[config.mk]
export PLATFORM = sky130hd
export DESIGN_NAME = window_feed_ctrl_flat
export DESIGN_NICKNAME = d
export VERILOG_FILES = /design/src/rtl/window_feed_ctrl_if.sv /design/src/rtl/window_feed_ctrl.sv /design/src/flat_wrapper.sv
export SDC_FILE = /design/constraint.sdc
export NUM_CORES = 1
export LEC_CHECK = 0
export ABC_AREA = 1
export CORE_UTILIZATION = 30
export DETAILED_ROUTE_END_ITERATION = 8
export SKIP_CTS_REPAIR_TIMING = 1
export SLEW_MARGIN = 40
export SYNTH_ARGS = -nofsm -noshare
export SYNTH_HDL_FRONTEND = slang
export SYNTH_SLANG_ARGS = --single-unit
[constraint.sdc]
create_clock -name clk -period 3.84 [get_ports clk]
set_input_delay 0.576 -clock clk [delete_from_list [all_inputs] [get_ports clk]]
set_output_delay 0.576 -clock clk [all_outputs]
set_load 0.01 [all_outputs]
[src/rtl/window_feed_ctrl_if.sv]
// Column-load command bus toward the vertical window register plus the
// window valid/ready handshake toward the select array.
interface window_feed_ctrl_if #(
    parameter int ADDR_WIDTH = 10,
    parameter int CNT_WIDTH  = 10
);
    logic                  vr_enable;
    logic                  vr_in_select;
    logic                  vr_shift_mod;
    logic                  vr_feature_en_0;
    logic                  vr_feature_en_1;
    logic                  vr_shift_done;
    logic [ADDR_WIDTH-1:0] rd_addr;
    logic                  win_valid;
    logic                  win_ready;
    logic [CNT_WIDTH-1:0]  win_idx;

    modport master (
        output vr_enable, vr_in_select, vr_shift_mod, rd_addr, win_valid, win_idx,
        input  vr_feature_en_0, vr_feature_en_1, vr_shift_done, win_ready
    );

    modport slave (
        input  vr_enable, vr_in_select, vr_shift_mod, rd_addr, win_valid, win_idx,
        output vr_feature_en_0, vr_feature_en_1, vr_shift_done, win_ready
    );
endinterface

[src/rtl/window_feed_ctrl.sv]
// Row sequencer for the vertical window register: one full K-column load, then
// single-column shifts, presenting each stable window through valid/ready.
module window_feed_ctrl #(
    parameter int TN          = 4,
    parameter int KERNEL_SIZE = 5,
    parameter int ADDR_WIDTH  = 10,
    parameter int CNT_WIDTH   = 10
) (
    input  logic                  clk,
    input  logic                  rst,
    input  logic                  start,
    input  logic                  bank_sel,
    input  logic [ADDR_WIDTH-1:0] col_base,
    input  logic [CNT_WIDTH-1:0]  row_cols,
    output logic                  busy,
    output logic                  done,
    window_feed_ctrl_if.master    bus
);

    // The window register owns the K-column timing; these only guard against nonsense sizes.
    if (KERNEL_SIZE < 1 || TN < 1) begin : g_param_check
        $error("window_feed_ctrl: KERNEL_SIZE and TN must be at least 1");
    end

    typedef enum logic [2:0] {
        ST_IDLE,
        ST_LOAD,
        ST_WAIT,
        ST_PRESENT,
        ST_SHIFT,
        ST_FIN
    } state_t;

    state_t               state;
    state_t               state_next;
    logic [CNT_WIDTH-1:0] row_cols_q;
    logic                 last_win;
    logic                 col_strobe;
    logic                 row_start;

    assign last_win   = (bus.win_idx == row_cols_q - CNT_WIDTH'(1));
    assign col_strobe = bus.vr_in_select ? bus.vr_feature_en_1 : bus.vr_feature_en_0;
    assign row_start  = (state == ST_IDLE) && start;

    // NOTE: every signal written in always_comb gets a default first, so no path can infer a latch.
    always_comb begin
        state_next = state;
        unique case (state)
            ST_IDLE:    if (start) state_next = (row_cols == '0) ? ST_FIN : ST_LOAD;
            ST_LOAD:    state_next = ST_WAIT;
            ST_SHIFT:   state_next = ST_WAIT;
            ST_WAIT:    if (bus.vr_shift_done) state_next = ST_PRESENT;
            ST_PRESENT: if (bus.win_ready) state_next = last_win ? ST_FIN : ST_SHIFT;
            ST_FIN:     state_next = ST_IDLE;
            default:    state_next = ST_IDLE;
        endcase
    end

    // Outputs are decoded from state_next so each one is a flop aligned with its state.
    // NOTE: sequential state uses non-blocking assignments so every flop samples pre-edge values.
    always_ff @(posedge clk or posedge rst) begin
        if (rst) begin
            state            <= ST_IDLE;
            row_cols_q       <= '0;
            bus.vr_enable    <= 1'b0;
            bus.vr_in_select <= 1'b0;
            bus.vr_shift_mod <= 1'b0;
            bus.rd_addr      <= '0;
            bus.win_valid    <= 1'b0;
            bus.win_idx      <= '0;
            busy             <= 1'b0;
            done             <= 1'b0;
        end else begin
            state         <= state_next;
            bus.vr_enable <= (state_next == ST_LOAD) || (state_next == ST_SHIFT);
            bus.vr_shift_mod <= (state_next == ST_SHIFT);
            bus.win_valid <= (state_next == ST_PRESENT);
            busy          <= (state_next != ST_IDLE) && (state_next != ST_FIN);
            done          <= (state_next == ST_FIN);

            if (row_start) begin
                bus.vr_in_select <= bank_sel;
                bus.rd_addr      <= col_base;
                row_cols_q       <= row_cols;
                bus.win_idx      <= '0;
            end else begin
                // Strobes from the bank not selected for this row belong to someone else.
                if (state != ST_IDLE && col_strobe)
                    bus.rd_addr <= bus.rd_addr + ADDR_WIDTH'(1);
                if (state == ST_PRESENT && bus.win_ready && !last_win)
                    bus.win_idx <= bus.win_idx + CNT_WIDTH'(1);
            end
        end
    end

endmodule

[src/flat_wrapper.sv]
// flat-port wrapper written by rule: the top's interface ports become plain ports
module window_feed_ctrl_flat 
#(
    parameter int TN          = 4,
    parameter int KERNEL_SIZE = 5,
    parameter int ADDR_WIDTH  = 10,
    parameter int CNT_WIDTH   = 10
)
  (clk, rst, start, bank_sel, col_base, row_cols, busy, done, bus_vr_enable, bus_vr_in_select, bus_vr_shift_mod, bus_rd_addr, bus_win_valid, bus_win_idx, bus_vr_feature_en_0, bus_vr_feature_en_1, bus_vr_shift_done, bus_win_ready);
  window_feed_ctrl_if #(.ADDR_WIDTH(ADDR_WIDTH), .CNT_WIDTH(CNT_WIDTH)) bus_i ();
  input  logic clk;
  input  logic rst;
  input  logic start;
  input  logic bank_sel;
  input  logic [ADDR_WIDTH-1:0] col_base;
  input  logic [CNT_WIDTH-1:0] row_cols;
  output logic busy;
  output logic done;
  output wire logic [$bits(bus_i.vr_enable)-1:0] bus_vr_enable;
  output wire logic [$bits(bus_i.vr_in_select)-1:0] bus_vr_in_select;
  output wire logic [$bits(bus_i.vr_shift_mod)-1:0] bus_vr_shift_mod;
  output wire logic [$bits(bus_i.rd_addr)-1:0] bus_rd_addr;
  output wire logic [$bits(bus_i.win_valid)-1:0] bus_win_valid;
  output wire logic [$bits(bus_i.win_idx)-1:0] bus_win_idx;
  input wire logic [$bits(bus_i.vr_feature_en_0)-1:0] bus_vr_feature_en_0;
  input wire logic [$bits(bus_i.vr_feature_en_1)-1:0] bus_vr_feature_en_1;
  input wire logic [$bits(bus_i.vr_shift_done)-1:0] bus_vr_shift_done;
  input wire logic [$bits(bus_i.win_ready)-1:0] bus_win_ready;
  assign bus_vr_enable = bus_i.vr_enable;
  assign bus_vr_in_select = bus_i.vr_in_select;
  assign bus_vr_shift_mod = bus_i.vr_shift_mod;
  assign bus_rd_addr = bus_i.rd_addr;
  assign bus_win_valid = bus_i.win_valid;
  assign bus_win_idx = bus_i.win_idx;
  assign bus_i.vr_feature_en_0 = bus_vr_feature_en_0;
  assign bus_i.vr_feature_en_1 = bus_vr_feature_en_1;
  assign bus_i.vr_shift_done = bus_vr_shift_done;
  assign bus_i.win_ready = bus_win_ready;
  window_feed_ctrl #(.TN(TN), .KERNEL_SIZE(KERNEL_SIZE), .ADDR_WIDTH(ADDR_WIDTH), .CNT_WIDTH(CNT_WIDTH)) u_core (.clk(clk), .rst(rst), .start(start), .bank_sel(bank_sel), .col_base(col_base), .row_cols(row_cols), .busy(busy), .done(done), .bus(bus_i));
endmodule
# Yosys cells after proc, flatten, opt, wreduce, memory -nomap -nowiden
# Cells that the tools add are included.
# totals
latchBits,0
mem_count,0
romBits,0
elab_cells,48
ramBits,0
register_bits,39
out_inout_bits,26
# op_classes
addsub,3
n_mul,0
n_bitwise,0
div_mod_pow,0
reduce_logical,14
n_mux,11
n_eq_ne,10
n_lt_le_gt_ge,0
n_shift,0
# ops
operator,n
$mux 10,4
$add 10x1->10 const B,2
$mux 3,4
$pmux 3 s4,1
$eq 10x10->1,1
$logic_not 10->1,1
$sub 10x1->10 const B,1
$eq 3x2->1 const B,3
$eq 3x3->1 const B,3
$eq 3x1->1 const B,2
$reduce_bool 3->1,2
$logic_and 1x1->1,5
$reduce_bool 2->1,2
$logic_not 3->1,1
$ne 3x3->1 const B,1
$mux 1,2
$reduce_or 2->1,1
$logic_not 1->1,1
$logic_or 1x1->1,1

# Logic depth before layout (Yosys ltp)
# Gate-level depths: netlist (run 1).
# logic_depth
depth_word,7
mapped_depth,16
ltp_nobuf,16

# Least setup slack after synthesis (run 1)
# No wires, ideal clock.
# synth_timing
path_type,register to register
startpoint,register u_core.row_cols_q[0]
endpoint,register u_core.bus.win_idx[3]
arrival_ps,1555
required_ps,3722
stages_incl_launch_ff,17
path_slack_ps,2167
cell_sequence,dfrtp_1 inv_1 ha_1 inv_1 nand2_1 nand2_1 nand2_1 nand2_1 nor2_1 nand2_1 nor2_1 nand2_2 nand2_2 buf_6 inv_4 nand3_1 nand2_1
# synth_via
elab_chain_cells,5
# synth_lines
item,line_no,rtl
"start, declared",window_feed_ctrl.sv:36,logic [CNT_WIDTH-1:0] row_cols_q;
"start signal, assigned",window_feed_ctrl.sv:84,row_cols_q <= row_cols;
$sub 10x1->10,window_feed_ctrl.sv:41,assign last_win = (bus.win_idx == row_cols_q - CNT_WIDTH'(1));
$eq 10x10->1,window_feed_ctrl.sv:41,
$logic_not 1->1,window_feed_ctrl.sv:90,if (state == ST_PRESENT && bus.win_ready && !last_win)
$logic_and 1x1->1,window_feed_ctrl.sv:90,
$reduce_bool 2->1 (no line),--,
"end signal, assigned",window_feed_ctrl.sv:91,bus.win_idx <= bus.win_idx + CNT_WIDTH'(1);
"end, declared",window_feed_ctrl_if.sv:19,"output vr_enable, vr_in_select, vr_shift_mod, rd_addr, win_valid, win_idx,"
# No other way between the ends.
# A chain may end at the register's enable or synchronous reset.

# Worst setup path after layout (run 1)
# layout_timing
startpoint,register u_core.row_cols_q[0]
endpoint,register u_core.bus.win_idx[8]
# The elaborated chain is that of the path after synthesis.

==> summary.md, run 1 <==
The congestion estimate from routability-driven global placement came to 0.796. At the pin with the least slew margin, the transition time is 0.479 ns. The headroom to the max-slew limit came out at 68.0%. Counting flops with an async set or reset pin after synthesis yields a share of 100%. Counting along the longest clock path gives a buffer depth of 2.

The die width was 90.9 um. Of the available clock period, the critical path in the final layout requires 55.7%. Counting flops with a built-in enable in the synthesized netlist gives 0. The logs give 356 for the synthesized net count and 5980 um for the detailed-route wire length. In this design, the critical path's most frequently occurring cell is sky130_fd_sc_hd__nand2_1.

The count of boundary I/O pins was 54; the pin count of the biggest net entering global routing was 39. Dividing the detail-routed wire length by the instance count gives 12.5 um. The met1 track utilization from global routing is 20.9%, and the area of combinational cells with multiple inputs is 0.00116 mm^2.

The cell area after synthesis is 0.00237 mm^2, and the clock latency at the later pin of the worst-skew pair is 0.29 ns. On the critical path the largest part of the delay comes from simple AND/OR/NAND/NOR gates. The worst setup path is captured at a flop.

Static timing analysis puts the maximum clock frequency at 468 MHz. The slowest cell on the critical path is sky130_fd_sc_hd__dfrtp_1. After layout, the worst setup slack is 1.70 ns. The minimum hold slack is 0.544 ns, and the number of levels the H-tree was split into is 2. The worst-case IR drop observed on VDD is 0.266 mV. Synthesis handed over a netlist of 325 instances. The power density over the cells is 640 mW/mm^2, and the number of rows created at floorplan is 32. For this run, the number of Yosys warnings is 0. The sequential cells in the finished layout cover a total of 976 um^2. For the via count of the first global-routing pass, the log shows 2,280. The number of input and output port buffers inserted works out to 53.

Counting both buffers and inverters, the worst setup path holds a total of 2. Type of the setup path with the least slack: reg -> reg. The tool flagged a number of max-cap violations equal to 0.

After detailed routing, the number of vias per cell comes to 4.69. Relative to the synthesized area, the layout overhead comes to 29.7%. The aggregate global-route resource usage was 15.8%; the flip-flop and latch count after synthesis was 39.

The flow ran to the end, and the final reports show no timing, DRC or antenna violations. The clock arrives with 0.00349 ns of skew. The worst-case setup slack after placement was 1.37 ns. Once detail routing completed, the nets flagged for antenna violations numbered 0. TritonCTS built the clock tree. The first-pass GRT wire length is 10,600 um.

The library cell used most frequently in the layout, excluding fill and tap cells, is sky130_fd_sc_hd__nand2_1. Global routing finished with a remaining overflow of 0. The effective utilization at floorplan came out at 30.9%. The most utilized layer in the global route result was met2. The netlist uses 32 different library cells. After routing, the total negative slack on setup checks comes to 0 ns. The signal on the critical path passes through inv_1 -> ha_1 -> inv_1 -> nand2_1 -> nand2_1 -> nand2_1 -> nand2_1 -> nor2_1 -> nand2_1 -> nor2_1 -> nand2_2 -> nand2_2 -> nand3_1 -> o31ai_1. The first detailed-routing pass ran for 4 iterations. Number of antenna violations at the first check in global routing: 0. After the first detailed-routing iteration, the DRC count stood at 165. The count of final hold-check violations is 0. For the worst endpoint data arrival time, the log shows 2.32 ns. The minimum clock period after layout works out to 2.14 ns.

For this run, the slowest stage of the critical path takes 0.40 ns. Counting every sink on the clock net gives 39. The run gives 0.00769 mm^2 as the placeable core area.

Global routing consumed, on the met2 layer, 25.4% of the routing resources. The tree is rooted in a sky130_fd_sc_hd__clkbuf_8. The overall die height is 90.9 um. The clock edge transition at the registers on the reported setup and hold paths is 0.08 ns. The share of layout cells above drive strength 1 was 8.99%; the register-to-register setup slack was 1.70 ns. In this run the worst path has a maximum fanout of 20. In this run, placement finished with an instance count of 472.

The HPWL after detailed placement was 4470 um. The run gives 480 as the number of cells in the finished layout apart from fillers. The library cells used most frequently in the layout, excluding fill and tap cells, are 90 x sky130_fd_sc_hd__nand2_1, 53 x sky130_fd_sc_hd__clkdlybuf4s50_1, 39 x sky130_fd_sc_hd__dfrtp_1. The standby leakage power is 1.45 nW. STA classifies the critical path startpoint as a flop.

Detailed routing inserted a total of 2,251 vias. The most used flip-flop cell after synthesis is sky130_fd_sc_hd__dfrtp_1. The tools report the number of fill cells in the layout as 811. In this run, CTS created clock tree buffers numbering 5. The tools report the number of nets in the layout as 408. 0 antenna diodes ended up in the layout. The final number of max-transition violations came out at 0. For the worst setup path, the data required time is 4.02 ns. The average instance in the mapped netlist occupies 7.30 um^2. Sequential cells were found to cover 41.1% of the synthesized design area. The path class of the tightest hold or removal check is reg -> reg. Setup violations remaining at the end of the flow were counted as 0. The die covers 0.00827 mm^2.

Setup repair after global routing left no endpoint under its margin. The tools report the DRC violations left as 0. The met3 layer usage reported by global route is 3.96%.
-- flip-flops by register name (all words and copies together), names as in the netlist, 3 cells and up --
register            cells
u_core.bus.win_idx     10
u_core.bus.rd_addr     10
u_core.state            3
u_core.row_cols_q      10
-- final cells by class --
| class | count | area share, % |
|---|---|---|
| multi-input cells | 233 | 37.7 |
| well taps | 102 | 4.15 |
| clock inverters | 1 | 0.244 |
| repair buffers | 55 | 17.7 |
| flip-flops and latches | 39 | 31.7 |
| clock buffers | 7 | 3.13 |
| inverters | 43 | 5.33 |
-- worst reg2reg max path: cells and delay by family (launching register included) --
kind	cells	cell delay, ns
buffers and inverters	2	0.17
AOI/OAI and AO/OA	1	0.11
DFF	1	0.40
and+or+nand+nor	10	1.14
adders and majority gates	1	0.22
-- path summary, 6_finish.rpt --
path | from | to | cells past startpoint
max | u_core.row_cols_q[0] | u_core.bus.win_idx[8] | 14
min | u_core.bus.vr_in_select | u_core.bus.vr_in_select | 2
max reg2reg | u_core.row_cols_q[0] | u_core.bus.win_idx[8] | 14
min reg2reg | u_core.bus.vr_in_select | u_core.bus.vr_in_select | 2
max in group asynchronous | rst | u_core.row_cols_q[0] | 3
min in group asynchronous | rst | u_core.bus.rd_addr[9] | 2
-- stage by stage --
stage / instance area (um^2) / utilization, % / power (mW)
4_1_cts: 3080 / 40.0 / 1.99
3_3_place_gp: 2970 / 38.7 / 1.65
6_report: 3080 / 40.0 / 1.97
2_1_floorplan: 2370 / - / 1.33
5_1_grt: 3080 / 40.0 / 2.16
3_5_place_dp: 2970 / 38.7 / 1.67
-- metal layers --
metal | share of wire, % | wire length [um]
met5 | 0 | 0
met4 | 1.2 | 74
met3 | 6.2 | 368
met2 | 46 | 2750
met1 | 47 | 2790
-- cell usage after synthesis, types with 2 or more instances --
cell	n	area (um^2)
sky130_fd_sc_hd__o31ai_2	4	50.1
sky130_fd_sc_hd__buf_2	2	10.0
sky130_fd_sc_hd__xor2_1	8	70.1
sky130_fd_sc_hd__xnor2_1	6	52.6
sky130_fd_sc_hd__a21oi_1	7	35.0
sky130_fd_sc_hd__inv_1	37	139
sky130_fd_sc_hd__nor2_2	3	18.8
sky130_fd_sc_hd__a211oi_1	3	22.5
sky130_fd_sc_hd__o22ai_1	2	12.5
sky130_fd_sc_hd__ha_1	3	37.5
sky130_fd_sc_hd__nor3_1	11	55.1
sky130_fd_sc_hd__nand2_2	5	31.3
sky130_fd_sc_hd__clkbuf_1	3	11.3
sky130_fd_sc_hd__buf_6	2	22.5
sky130_fd_sc_hd__o31ai_1	2	15.0
sky130_fd_sc_hd__inv_2	5	18.8
sky130_fd_sc_hd__o21ai_0	16	80.1
sky130_fd_sc_hd__nand3_1	28	140
sky130_fd_sc_hd__nor2_1	37	139
sky130_fd_sc_hd__buf_4	2	15.0
sky130_fd_sc_hd__dfrtp_1	39	976
sky130_fd_sc_hd__nand2_1	90	338
-- cells by family after synthesis --
logic type | after synthesis | share of synthesized area [%]
buffers and inverters | 53 | 9.97
DFF | 39 | 41.1
xor gates and xnor gates | 14 | 5.17
adders and majority gates | 3 | 1.58
muxes | 1 | 0.475
AOI/OAI and AO/OA | 37 | 10.1
and+or+nand+nor | 178 | 31.5
-- power by group --
group / leakage (nW) / internal [mW] / switching (mW)
logic: 0.907 / 0.409 / 0.535
clock network: 0.0505 / 0.163 / 0.149
registers: 0.492 / 0.557 / 0.155
total: 1.45 / 1.13 / 0.839
(Power assumes the default switching activity.)
==> run 2: changes to the inputs <==
==> constraint.sdc (replaced) <==
create_clock -name clk -period 2 [get_ports clk]
set_input_delay 0.3 -clock clk [delete_from_list [all_inputs] [get_ports clk]]
set_output_delay 0.3 -clock clk [all_outputs]
set_load 0.01 [all_outputs]
==> summary.md, run 2 (same netlist as run 1, synthesis figures left out) <==
Number of levels the H-tree was split into: 2 (unchanged). The worst endpoint data arrival time came out at 2.09 ns (-0.23 ns). The run finished with clean final reports. The endpoint identified for the worst register-to-register timing path is u_core.bus.win_idx[0]. The tools report the count of final setup violators as 0 (unchanged). The worst voltage drop across the vdd grid is 0.465 mV (+75%). Type of the setup path with the least slack: reg -> reg. The run gives 305 um (-17%) as the total met3 wirelength after detailed routing. Setup repair after global routing could not meet its margin everywhere. For the number of buffers created by CTS, the log shows 5 (unchanged). Signal routing reaches up to met3.

The area of the die is 0.00827 mm^2 (unchanged), and the cell area after placement is 0.00305 mm^2 (+2.4%). TritonCTS built the clock tree. The standby leakage power was 1.54 nW (+6.5%); the clock edge transition at the registers on the reported setup and hold paths was 0.08 ns (about the same). The startpoint identified for the worst register-to-register timing path is u_core.row_cols_q[0]. The critical path goes through inv_2 -> ha_4 -> inv_1 -> nand2_1 -> nand2_1 -> nor2_1 -> nand2_1 -> nor2_2 -> nand2_1 -> nor2_2 -> nand2_2 -> nand2_4 -> clkbuf_16 -> o21ai_4 -> a21oi_2.

The final weighted congestion in routability-driven placement came out at 0.896 (+13%). Length of routed wiring on met1: 2970 um (+6.5%). The minimum clock period after layout is 1.86 ns (-0.277 ns), and the data required time of the worst path is 2.22 ns (-1.80 ns).

Average wire length per cell after detail routing: 12.7 um (+2.1%). Leaving out fill and tap cells, the most frequent cell in the layout is sky130_fd_sc_hd__nand2_1. The number of nets with antenna violations after detailed routing was 0 (unchanged); the global-route congestion overflow total was 0 (unchanged).

The HPWL after detailed placement came out at 4540 um (+1.5%). The headroom to the max-slew limit came out at 64.3% (-3.7 points). The final clock period utilization by the worst path was 93.1% (+37 points). Final number of max-transition violations: 0 (unchanged). The tools report the number of fill cells in the layout as 796 (-1.8%). The tools report the detailed-route via count as 2,286 (+1.6%). The critical path startpoint category was a flop.

The kind of path behind the tightest hold check is in -> async. The relative area change from synthesis to final layout is 37.0%, and the clock tree skew after final layout is 0.00530 ns (+0.00181 ns). The run gives 4 (unchanged) as the detailed-routing iteration count for the pre-antenna-repair pass. The top fanout value on the critical path is 9 (-55%), and the number of input and output port buffers inserted is 53 (unchanged). The logs give 0 (unchanged) for the number of maximum-capacitance constraint violations and 537 MHz (+15%) for the maximum frequency from static timing analysis.

The clock latency at the later pin of the worst-skew pair was 0.29 ns (about the same); the minimum hold slack was 0.435 ns (-0.109 ns). The power density over the cells was 1220 mW/mm^2 (+91%); the number of rows created at floorplan was 32 (unchanged). The via count of the first global-routing pass is 2,272 (-0.35%). Cell at the root of the clock tree: sky130_fd_sc_hd__clkbuf_8.

The aggregate negative setup slack is 0 ns (unchanged), and the placeable core area is 0.00769 mm^2 (unchanged). The tools report the pin count of the biggest net entering global routing as 40 (+2.6%). On the critical path, the stage with the largest delay is an instance of sky130_fd_sc_hd__dfrtp_1. The tools report the number of nets in the layout as 423 (+3.7%). The cell that appears most often on the critical path is sky130_fd_sc_hd__nand2_1.

The count of boundary I/O pins is 54 (unchanged), and the die width is 90.9 um (unchanged). The final antenna diode count came out at 0 (unchanged). The maximum root-to-sink buffer count came out at 2 (unchanged).

The logs give 154 (-6.7%) for the detailed router's first-iteration violation count and 0 (unchanged) for the number of antenna violations at the first check in global routing. The share of the core filled with cells in the final layout is 42.3% (+2.2 points), and the count of final hold-check violations is 0 (unchanged). For the first-pass GRT wire length, the log shows 10,600 um (about the same).

Share of layout cells above drive strength 1: 12.7% (+3.7 points). The slew at the pin closest to its max-slew limit works out to 0.535 ns (+0.0568 ns). The logs give 480 (+1.7%) for the number of placed cells counting well taps and 495 (+3.1%) for the number of cells in the finished layout apart from fillers. The DRC violations left came out at 0 (unchanged). The average via count per standard cell came out at 4.62 (-1.5%).

The cell depth of the worst flop-to-flop path was 15 (+1). The category of the worst setup path capture point is a flop. Aggregate global-route resource usage: 15.9% (+0.16 points). In the final layout, the registers with the most flip-flops are u_core.bus.rd_addr: 10 flops, u_core.bus.win_idx: 10 flops, u_core.row_cols_q: 10 flops.

The register-to-register setup slack is 0.14 ns (-1.56 ns). The library cells used most frequently in the layout, excluding fill and tap cells, are 90 x sky130_fd_sc_hd__nand2_1, 53 x sky130_fd_sc_hd__clkdlybuf4s50_1, 39 x sky130_fd_sc_hd__dfrtp_1. The run gives 39 (unchanged) as the clock net sink count. The overall die height is 90.9 um (unchanged), and the detailed-route wire length is 6290 um (+5.3%).

The met2 wire length came out at 3020 um (+9.8%). The effective utilization at floorplan was 30.9% (unchanged); the delay of the slowest critical-path stage was 0.39 ns (about the same). The summed area of non-filler cells in the final layout is 0.00325 mm^2 (+5.6%).
## run 2: cell count changes in the layout (fill, tap and decap cells not counted), sizes merged
cell,previous run,this run
buf,2,15
clkbuf,7,9
clkinv,0,1
clkinvlp,1,0
## run 2: area by class of cell
| type | count | area [um^2] | area share (%) |
|---|---|---|---|
| Tap cell | 102 | 128 | 3.93 |
| Multi-Input combinational cell | 233 | 1190 | 36.8 |
| Clock buffer | 7 | 76.3 | 2.35 |
| Clock inverter | 1 | 5.00 | 0.154 |
| Inverter | 43 | 164 | 5.04 |
| Timing Repair Buffer | 70 | 706 | 21.7 |
| Sequential cell | 39 | 976 | 30.0 |
## run 2: stage by stage
step	worst slack (ns)	total power [mW]
floorplan	0.327	2.55
global placement	0.141	3.26
detailed placement	0.0523	3.29
CTS	0.0307	3.83
global route	-0.0257	4.34
finish	0.138	3.96
## run 2: where the power goes
group          total [mW]  switching (mW)  internal, mW
logic                2.07            1.11         0.959
registers            1.37           0.304          1.07
clock network       0.523           0.278         0.245
## run 2: worst max path at each step
stage,start,cells past startpoint,endpoint
3_3_place_gp,u_core.row_cols_q[0],16,u_core.bus.win_idx[4]
3_5_place_dp,u_core.row_cols_q[0],15,u_core.bus.win_idx[7]
6_report,u_core.row_cols_q[0],15,u_core.bus.win_idx[0]
4_1_cts,u_core.row_cols_q[0],15,u_core.bus.win_idx[7]
2_1_floorplan,u_core.row_cols_q[0],16,u_core.bus.win_idx[3]
5_1_grt,u_core.row_cols_q[0],15,u_core.bus.win_idx[0]
## run 2: worst max-delay path: cells and delay by family, from the launching register on
| kind | cells | cell delay [ns] |
|---|---|---|
| and+or+nand+nor | 9 | 0.69 |
| buffers and inverters | 3 | 0.29 |
| AOI/OAI and AO/OA | 2 | 0.15 |
| adders and majority gates | 1 | 0.27 |
| DFF | 1 | 0.39 |
## run 2: metal layers
| metal | up-vias | GRT usage [%] |
|---|---|---|
| met5 | - | 0 |
| met4 | 0 | 3.84 |
| met3 | 0 | 3.79 |
| met2 | 58 | 26.1 |
| met1 | 1059 | 21.1 |
| li1 | 1169 | - |
